### config.mk
export PLATFORM = sky130hd
export DESIGN_NAME = pipelined_cla_adder
export DESIGN_NICKNAME = d
export VERILOG_FILES = /design/src/rtl/cla_pkg.sv /design/src/rtl/cla_group4.sv /design/src/rtl/pipelined_cla_adder.sv
export SDC_FILE = /design/constraint.sdc
export NUM_CORES = 1
export LEC_CHECK = 0
export BUFFER_PORTS_ARGS = -buffer_cell sky130_fd_sc_hd__buf_2
export CAP_MARGIN = 20
export CORE_MARGIN = 5
export CORE_UTILIZATION = 55
export CTS_CLUSTER_DIAMETER = 200
export DETAILED_ROUTE_END_ITERATION = 8
export MAX_ROUTING_LAYER = met4
export PLACE_DENSITY_LB_ADDON = 0.1
export SLEW_MARGIN = 20
export SYNTH_ARGS = -nofsm -noshare
export SYNTH_HDL_FRONTEND = slang
export SYNTH_HIERARCHICAL = 1
export SYNTH_SLANG_ARGS = --single-unit
export TNS_END_PERCENT = 30
### constraint.sdc
create_clock -name clk -period 3.55 [get_ports clk]
set_input_delay 0.355 -clock clk [delete_from_list [all_inputs] [get_ports clk]]
set_output_delay 0.355 -clock clk [all_outputs]
set_load 0.05 [all_outputs]
### src/rtl/cla_pkg.sv
// Shared constants and types for the pipelined carry-lookahead adder.
package cla_pkg;

    localparam int GROUP_W = 4;

    // Lookahead summary of one 4-bit group
    typedef struct packed {
        logic g;
        logic p;
        logic c_out;
    } cla_gp_t;

endpackage

### src/rtl/cla_group4.sv
// Combinational 4-bit carry-lookahead group: sum bits, group generate/propagate,
// carry out of the group and carry into its top bit.
module cla_group4
    import cla_pkg::*;
(
    input  logic [GROUP_W-1:0] i_a,
    input  logic [GROUP_W-1:0] i_b,
    input  logic               i_cin,
    output logic [GROUP_W-1:0] o_sum,
    output cla_gp_t            o_gp,
    output logic               o_c3
);

    logic [GROUP_W-1:0] w_g;
    logic [GROUP_W-1:0] w_p;
    logic [GROUP_W-1:0] w_c;

    assign w_g = i_a & i_b;
    assign w_p = i_a ^ i_b;

    // Fully flattened lookahead so every carry is two logic levels from the inputs
    assign w_c[0] = i_cin;
    assign w_c[1] = w_g[0] | (w_p[0] & i_cin);
    assign w_c[2] = w_g[1] | (w_p[1] & w_g[0]) | (w_p[1] & w_p[0] & i_cin);
    assign w_c[3] = w_g[2] | (w_p[2] & w_g[1]) | (w_p[2] & w_p[1] & w_g[0])
                  | (w_p[2] & w_p[1] & w_p[0] & i_cin);

    assign o_gp.g     = w_g[3] | (w_p[3] & w_g[2]) | (w_p[3] & w_p[2] & w_g[1])
                      | (w_p[3] & w_p[2] & w_p[1] & w_g[0]);
    assign o_gp.p     = &w_p;
    assign o_gp.c_out = o_gp.g | (o_gp.p & i_cin);

    assign o_sum = w_p ^ w_c;
    assign o_c3  = w_c[3];

endmodule

### src/rtl/pipelined_cla_adder.sv
// Pipelined carry-lookahead adder, one 4-bit group per stage, valid/ready handshake.
// Define PIPELINED_CLA_OVF_EN to build the registered signed-overflow output.
module pipelined_cla_adder #(
    parameter int WIDTH   = 16,
    parameter int GROUP_W = 4
) (
    input  logic             clk,
    input  logic             rst_n,
    input  logic             in_valid,
    output logic             in_ready,
    input  logic [WIDTH-1:0] a,
    input  logic [WIDTH-1:0] b,
    input  logic             cin,
    output logic             out_valid,
    input  logic             out_ready,
    output logic [WIDTH-1:0] sum,
    output logic             cout,
    output logic             ovf
);
    import cla_pkg::*;

    localparam int STAGES = WIDTH / GROUP_W;

    if (GROUP_W != cla_pkg::GROUP_W) begin : g_badGroupW
        $error("pipelined_cla_adder: GROUP_W must be 4");
    end
    if (WIDTH < 4 || WIDTH > 64 || (WIDTH % 4) != 0) begin : g_badWidth
        $error("pipelined_cla_adder: WIDTH must be a multiple of 4 in 4..64");
    end

    logic              w_en;
    logic [STAGES-1:0] r_valid;
    logic [STAGES-1:0] w_carry;

    // The whole pipeline moves as one unit; a stalled output freezes every stage
    assign w_en      = !r_valid[STAGES-1] || out_ready;
    assign in_ready  = w_en;
    assign out_valid = r_valid[STAGES-1];
    assign cout      = w_carry[STAGES-1];

    always_ff @(posedge clk) begin
        if (!rst_n) begin
            r_valid <= '0;
        end else if (w_en) begin
            r_valid[0] <= in_valid;
            for (int i = 1; i < STAGES; i++) begin
                r_valid[i] <= r_valid[i-1];
            end
        end
    end

    for (genvar k = 0; k < STAGES; k++) begin : g_stage
        logic [GROUP_W-1:0] w_a;
        logic [GROUP_W-1:0] w_b;
        logic [GROUP_W-1:0] w_sum;
        logic               w_cin;
        logic               w_c3;
        cla_gp_t            w_gp;
        logic               r_carry;
        logic [GROUP_W-1:0] r_sumDly [STAGES-k];

        if (k == 0) begin : g_direct
            assign w_a   = a[GROUP_W-1:0];
            assign w_b   = b[GROUP_W-1:0];
            assign w_cin = cin;
        end else begin : g_delayed
            // Operands of group k wait k cycles so they meet the carry from group k-1
            logic [GROUP_W-1:0] r_aDly [k];
            logic [GROUP_W-1:0] r_bDly [k];

            always_ff @(posedge clk) begin
                if (w_en) begin
                    r_aDly[0] <= a[GROUP_W*k +: GROUP_W];
                    r_bDly[0] <= b[GROUP_W*k +: GROUP_W];
                    for (int i = 1; i < k; i++) begin
                        r_aDly[i] <= r_aDly[i-1];
                        r_bDly[i] <= r_bDly[i-1];
                    end
                end
            end

            assign w_a   = r_aDly[k-1];
            assign w_b   = r_bDly[k-1];
            assign w_cin = w_carry[k-1];
        end

        cla_group4 u_group (
            .i_a   (w_a),
            .i_b   (w_b),
            .i_cin (w_cin),
            .o_sum (w_sum),
            .o_gp  (w_gp),
            .o_c3  (w_c3)
        );

        always_ff @(posedge clk) begin
            if (!rst_n) begin
                r_carry <= 1'b0;
                for (int i = 0; i < STAGES-k; i++) begin
                    r_sumDly[i] <= '0;
                end
            end else if (w_en) begin
                r_carry     <= w_gp.c_out;
                r_sumDly[0] <= w_sum;
                for (int i = 1; i < STAGES-k; i++) begin
                    r_sumDly[i] <= r_sumDly[i-1];
                end
            end
        end

        assign sum[GROUP_W*k +: GROUP_W] = r_sumDly[STAGES-1-k];
        assign w_carry[k]                = r_carry;
    end

`ifdef PIPELINED_CLA_OVF_EN
    logic r_ovf;

    // Carry into the MSB differs from carry out exactly when the signed result overflows
    always_ff @(posedge clk) begin
        if (!rst_n) begin
            r_ovf <= 1'b0;
        end else if (w_en) begin
            r_ovf <= g_stage[STAGES-1].w_c3 ^ g_stage[STAGES-1].w_gp.c_out;
        end
    end

    assign ovf = r_ovf;
`else
    assign ovf = 1'b0;
`endif

endmodule

Word level (Yosys, flattened, before mapping). Memories as Yosys holds them, arrays and structs flattened. Cells that the tools add are included.

Bits in registers: 8. Memories: 10. Memory bits (writable): 88. Output and inout bits: 20. Logic and storage cells: 159.

Memories: g_stage[0].r_sumDly (words 4, bits a word 4, rd ports 4, clocked after Yosys merged registers in 0, write ports 4, line pipelined_cla_adder.sv:60) `logic [GROUP_W-1:0] r_sumDly [STAGES-k];`; g_stage[1].r_sumDly (words 3, bits a word 4, rd ports 3, clocked after Yosys merged registers in 0, write ports 3, line pipelined_cla_adder.sv:60); g_stage[3].g_delayed.r_aDly (words 3, bits a word 4, rd ports 3, clocked after Yosys merged registers in 0, write ports 3, line pipelined_cla_adder.sv:68) `logic [GROUP_W-1:0] r_aDly [k];`; g_stage[3].g_delayed.r_bDly (words 3, bits a word 4, rd ports 3, clocked after Yosys merged registers in 0, write ports 3, line pipelined_cla_adder.sv:69) `logic [GROUP_W-1:0] r_bDly [k];`; g_stage[2].g_delayed.r_aDly (words 2, bits a word 4, rd ports 2, clocked after Yosys merged registers in 0, write ports 2, line pipelined_cla_adder.sv:68); g_stage[2].g_delayed.r_bDly (words 2, bits a word 4, rd ports 2, clocked after Yosys merged registers in 0, write ports 2, line pipelined_cla_adder.sv:69); +4 memories.

Bitwise logic cells: 121. Mux-type cells: 16. Reduce and logical (&&, ||, !) cells: 7.

Operator list (count): AND 1 bit (60); bitwise OR 1 bit (49); two-way mux 4 bit (10); XOR 4 bit (8); AND 4 bit (4); AND reduction 4 bit (4); two-way mux 1 bit (6); OR reduction 4 bit (1); zero test 1 bit (1); logical OR 1 bit (1).

Depth between registers and ports, before layout. Gate-level depths: netlist of the first run. An unclocked memory read counts as a cell.

Word-level depth: 8. Depth in mapped cells: 6. Depth with buffers taken out: 6.

Cells and area by module. Netlist of the first run, hierarchy kept.

By module, submodules not included: pipelined_cla_adder (times used 1, cells an instance 180, area an instance 3368.2 sq um); cla_group4 (times used 4, cells an instance 22, area an instance 182.7 sq um).

Worst setup path after synthesis of the first run. Ideal clock, no wire load.

Kind: register to register. Start: register r_valid[3]. End: memory g_stage[0].r_sumDly[0][0], enable pin. Cell stages (with the launch flop): 4. Arrival time: 1.680 ns. Path buffers: 1. Slack: 1.339 ns. Cells stage by stage: dfxtp_1 > nor2b_4 > buf_12 > nand2_1.

RTL lines: start: declaration (line pipelined_cla_adder.sv:32) `logic [STAGES-1:0] r_valid;`; start signal: indexed assignment (line pipelined_cla_adder.sv:47) `r_valid[i] <= r_valid[i-1];`; end: declaration (line pipelined_cla_adder.sv:60).

Worst setup path after layout of the first run.
Start: register r_valid[3]. End: output port in_ready.

Cells in the longest elaborated chain, start to end: 2.

RTL lines: zero test 1 bit (line pipelined_cla_adder.sv:36) `assign w_en = !r_valid[STAGES-1] || out_ready;`; logical OR 1 bit (line pipelined_cla_adder.sv:36); end: declaration (line pipelined_cla_adder.sv:10) `output logic in_ready,`.

Every way passes these cells.

==> impl_metrics.ini, run 1 <==
[status]
status = complete, no violations

[routing]
wirelength_um = 4890
drtIter0Drc = 72
drcViolationCount = 0
firstDrtPassIters = 4
postRouteAntennaNets = 0
routedWlPerCell_um = 12.0
viasPerCell = 4.88
dr_total_vias = 1983

[layout]
seqCellArea_sq_mm = 0.00280
fillCellCount = 570
num-nets-final = 359
diodes = 0
multi_input_area_sq_um = 967
postLayoutCellArea_sq_mm = 0.00442
drive_gt1_share_pct = 25.7
area_growth_pct = 10.2

[worst_setup_path]
path_class = register to output pin
reg2reg_from = r_valid[3]
setup.worst_path.start_class = register
worstPathArrival_ns = 1.72
cp-endpoint = in_ready
crit_fanout = 90
reg2reg_setup_slack_ns = 1.77
startpoint = r_valid[3]
timing.rr.end = g_stage[0].r_sumDly[2][3]
cp-end-kind = output pin
cp.required_ns = 3.19
reg2reg_depth = 2

[placed_design]
portBuffers = 55
postPlaceCellArea_sq_mm = 0.00425
place_congestion = 0.715
dp_hpwl_um = 3160

[timing]
fmax_mhz = 481
rsz0062_at_grt = false
drv_slew = 0
hold_violations = 0
worstMarginPinSlew_ns = 0.872
period_needed_ns = 2.08
slew_headroom_pct = 41.7
fin_skew_ns = 0.00524
setup_viol = 0
min_period_over_period_pct = 58.5
tns_ns = 0

[power]
combPwrFrac_pct = 11.9
sw_frac_of_total_pct = 24.1
powerDensity_mw_per_mm2 = 503
intPower_mw = 1.69
seqPwrFrac_pct = 60.8
clock_power_share_pct = 27.4
p_leak_nw = 2.02
ir_worst_vdd_uv = 216
p_sw_mw = 0.536

[cts]
cts_buffer_depth = 2
cts_tree = done
post_cts_buffers = 0
clock-sinks = 96
cts_made_buffers = 9
cts-resized-gates = 0
cts_root_buf = clkbuf_8
h-tree-depth = 3
cts_hold_buf = 0
insertion_delay_ns = 0.34
path_clk_slew_ns = 0.09

[grt]
grt_antenna_before_repair = 0
grt_usage_pct = 12.3
grt_pass1_wl_um = 8100
grt-ovfl-total = 0
grt_pass1_vias = 1880
grt_max_degree = 91

[floorplan]
start_util_pct = 55.8
num_rows = 31
die_h_um = 95.3
dieWidth_um = 95.3
dieArea_sq_mm = 0.00909
core_area_sq_mm = 0.00718
ios = 57

[logic_synthesis]
syn_avg_cell_area_sq_um = 15.6
postSynthCellCount = 256
yosysWarnings = 6
synth_nets = 313
syn-cell-area_sq_mm = 0.00401

[worst_hold_path]
hold_path.class = input port to register
worstHoldPathCells = 1

[run]
maxCapViolCount = 0
-- sequential cells by signal, indices dropped and copies added, names as in the netlist --
register and cells:
cout 1, g_stage.g_delayed.r_bDly 24, g_stage.r_sumDly 40, r_valid 4, g_stage.g_delayed.r_aDly 24, g_stage.r_carry 3
-- per-stage QoR --
| step | cells | total power [mW] | utilization (%) | setup slack [ns] | hold slack (ns) |
|---|---|---|---|---|---|
| floorplan | 256 | 1.59 | - | 1.34 | 0.400 |
| finish | 406 | 2.22 | 61.6 | 1.47 | 0.180 |
| global placement | 390 | 1.64 | 59.2 | 1.47 | 0.400 |
| global route | 406 | 2.34 | 61.6 | 1.35 | 0.150 |
| detailed placement | 390 | 1.65 | 59.2 | 1.43 | 0.405 |
| CTS | 406 | 2.25 | 61.6 | 1.44 | 0.162 |
-- power groups by stage --
stage,clock (mW),sequential (mW),combinational (mW)
after detailed placement,0,1.38,0.267
final,0.608,1.35,0.264
after CTS,0.633,1.35,0.268
after global routing,0.683,1.36,0.294
after floorplan,0,1.41,0.181
after global placement,0,1.37,0.262
-- layout by cell type, fill, tap and decap left out, types with 2 or more instances in the layout --
| master | instances |
|---|---|
| edfxtp_1 | 88 |
| buf_2 | 55 |
| and3_1 | 40 |
| inv_1 | 18 |
| ha_1 | 16 |
| nand2_1 | 12 |
| clkbuf_8 | 9 |
| dfxtp_1 | 8 |
| a21o_1 | 8 |
| xnor2_1 | 8 |
| mux2i_1 | 7 |
| a21oi_1 | 6 |
| xor2_1 | 4 |
| fa_1 | 4 |
| inv_6 | 2 |
| clkinv_4 | 2 |
| clkinv_2 | 2 |
| nand4_1 | 2 |
| nand3_1 | 2 |
| a21oi_2 | 2 |
| nand3_2 | 2 |
| a41oi_1 | 2 |
| o21ai_2 | 2 |
-- worst min path at each step --
stage | start | endpoint | slack (ns)
global placement | g_stage[2].g_delayed.r_bDly[0][1] | g_stage[2].g_delayed.r_bDly[0][5] | 0.40
CTS | b[12] | g_stage[3].g_delayed.r_bDly[0][0] | 0.16
global route | b[12] | g_stage[3].g_delayed.r_bDly[0][0] | 0.15
finish | a[12] | g_stage[3].g_delayed.r_aDly[0][0] | 0.18
floorplan | g_stage[2].g_delayed.r_aDly[0][0] | g_stage[2].g_delayed.r_aDly[0][4] | 0.40
detailed placement | g_stage[2].g_delayed.r_aDly[0][2] | g_stage[2].g_delayed.r_aDly[0][6] | 0.40
-- layout make-up --
type | count | share of cell area (%)
multi-input combinational | 121 | 21.9
clock inverter | 7 | 1.08
timing repair buffer | 55 | 6.23
tap | 99 | 2.80
clock buffer | 9 | 2.80
sequential | 96 | 63.5
inverter | 19 | 1.73
-- critical path: stages (launching register included) --
cell and delay, ns:
dfxtp_1 0.33, nor2b_4 0.38, inv_6 0.31, buf_2 0.32
-- routing by layer --
metal	GRT usage (%)	up-vias	share of wire, %
met5	-	-	0
met4	7.21	0	1.9
li1	-	1014	-
met2	19.7	47	50
met1	13.9	913	42
met3	3.16	9	6.2
Note: power is estimated with default switching activity, not from simulation.
==> inputs of run 2 (changes only) <==
--- a/config.mk
+++ b/config.mk
@@ -8,7 +8,7 @@
 export BUFFER_PORTS_ARGS = -buffer_cell sky130_fd_sc_hd__buf_2
 export CAP_MARGIN = 20
 export CORE_MARGIN = 5
-export CORE_UTILIZATION = 55
+export CORE_UTILIZATION = 51
 export CTS_CLUSTER_DIAMETER = 200
 export DETAILED_ROUTE_END_ITERATION = 8
 export MAX_ROUTING_LAYER = met4
==> constraint.sdc (replaced) <==
create_clock -name clk -period 1.8 [get_ports clk]
set_input_delay 0.18 -clock clk [delete_from_list [all_inputs] [get_ports clk]]
set_output_delay 0.18 -clock clk [all_outputs]
set_load 0.05 [all_outputs]
==> impl_metrics.ini, run 2 (synthesis gave the netlist of run 1 again) <==
[worst_setup_path]
max_stage_delay_ns = 0.35
cp-end-kind = output pin
worstPathArrival_ns = 1.48
crit_fanout = 63
path_class = register to output pin
reg2reg_depth = 5
setup.worst_path.start_class = register
cp.required_ns = 1.62
worstPathCellList = nor2b_4 > inv_6 > buf_2
crit_slowest_cell = buf_2

[floorplan]
start_util_pct = 52.1
dieWidth_um = 98.6
core_area_sq_mm = 0.00769
dieArea_sq_mm = 0.00973
num_rows = 32
die_h_um = 98.6
ios = 57

[timing]
hold_violations = 0
tns_ns = 0
fmax_mhz = 602
whs_ns = 0.0204
min_period_over_period_pct = 92.2
setup_viol = 0
drv_slew = 0
fin_skew_ns = 0.00719
period_needed_ns = 1.66
rsz0062_at_grt = false

[placed_design]
place_congestion = 0.761
dp_hpwl_um = 3310
portBuffers = 55

[routing]
routedWlPerCell_um = 12.2
wirelength_um = 5300
drtIter0Drc = 62
firstDrtPassIters = 4
viasPerCell = 4.73
drcViolationCount = 0
postRouteAntennaNets = 0
dr_total_vias = 2063

[power]
ir_worst_vdd_uv = 458
powerDensity_mw_per_mm2 = 969
p_leak_nw = 2.14

[cts]
cts-resized-gates = 0
cts_buffer_depth = 2
path_clk_slew_ns = 0.08
clock-sinks = 96
cts_made_buffers = 9
h-tree-depth = 3
insertion_delay_ns = 0.34
cts_tree = done
cts_root_buf = clkbuf_8

[layout]
drive_gt1_share_pct = 24.6
top_register = g_stage.r_sumDly
largest_register_ffs = 40
diodes = 0
final_util_pct = 61.2
num-nets-final = 386
layout_commonest_cell = edfxtp_1
top_regs = g_stage.r_sumDly: 40 flops, g_stage.g_delayed.r_aDly: 24 flops, g_stage.g_delayed.r_bDly: 24 flops
final_cell_mix = edfxtp_1 (88), buf_2 (55), and3_1 (40), dlygate4sd3_1 (23), inv_1 (18)
area_growth_pct = 17.4

[grt]
grt_pass1_wl_um = 9120
grt_max_degree = 64
grt-ovfl-total = 0
grt_antenna_before_repair = 0
grt_usage_pct = 12.1
grt_pass1_vias = 2089

[worst_hold_path]
hold_path.class = input port to register
worstHoldPathCells = 1

[status]
status = complete, no violations

[run]
maxCapViolCount = 0
==> run 2: cell count changes in the layout (fill, tap and decap cells not counted), sizes merged <==
cell         change
clkinvlp         +1
dlygate4sd3     +23
clkinv           -3
buf              +4
bufinv           +1
inv              -1
clkbuf           +2
==> run 2: worst max-delay path, delay by kind of cell, from the launching register on <==
| family | cells | cell delay [ns] |
|---|---|---|
| buffers and inverters | 2 | 0.67 |
| flip-flops | 1 | 0.31 |
| AND/OR/NAND/NOR | 1 | 0.14 |
==> run 2: path summary, 6_finish.rpt <==
check / start / to / slack (ns)
hold reg to reg: g_stage[3].g_delayed.r_aDly[0][0] / g_stage[3].g_delayed.r_aDly[0][4] / 0.42
setup reg to reg: g_stage[3].g_delayed.r_aDly[0][9] / g_stage[3].r_sumDly[0][3] / 0.17
setup / recovery: r_valid[3] / in_ready / 0.14
hold / removal: a[7] / g_stage[1].g_delayed.r_aDly[0][3] / 0.02
==> run 2: stage by stage <==
stage                     cell area (sq um)  setup WS, ns  cells  total power, mW
after global placement                 4280         0.211    397             3.24
after floorplan                        4010        0.0567    256             3.14
final                                  4700         0.140    436             4.56
after CTS                              4690         0.111    435             4.61
after detailed placement               4280         0.182    397             3.25
after global routing                   4700        0.0398    436             4.78
==> run 2: report_power, final <==
group          total (mW)  leakage [nW]  switching (mW)  internal (mW)
clock                1.33        0.0895           0.690          0.643
sequential           2.66          1.05          0.0452           2.62
combinational       0.566          1.01           0.323          0.242
==> run 2: layout make-up <==
class	count	area, sq um
Tap cell	102	128
Clock buffer	11	131
Sequential cell	96	2800
Inverter	19	76.3
Fill cell	615	2980
Multi-Input combinational cell	121	972
Clock inverter	5	58.8
Timing Repair Buffer	82	536
==> run 2: what timing repair did <==
action | CTS | global route
endpoints found under the hold margin | 22 | 1
setup endpoints to repair | 0 | 0
hold buffers | 22 | 1
setup buffers | 0 | 0
==> run 2: layer usage <==
layer	vias to the layer above	share of wire, %	wire [um]	GRT usage, %
met4	0	1.7	88	5.36
met3	13	5.4	287	3.04
met2	45	47	2500	19.4
met5	-	0	0	-
met1	940	46	2420	14.4
li1	1065	-	-	-
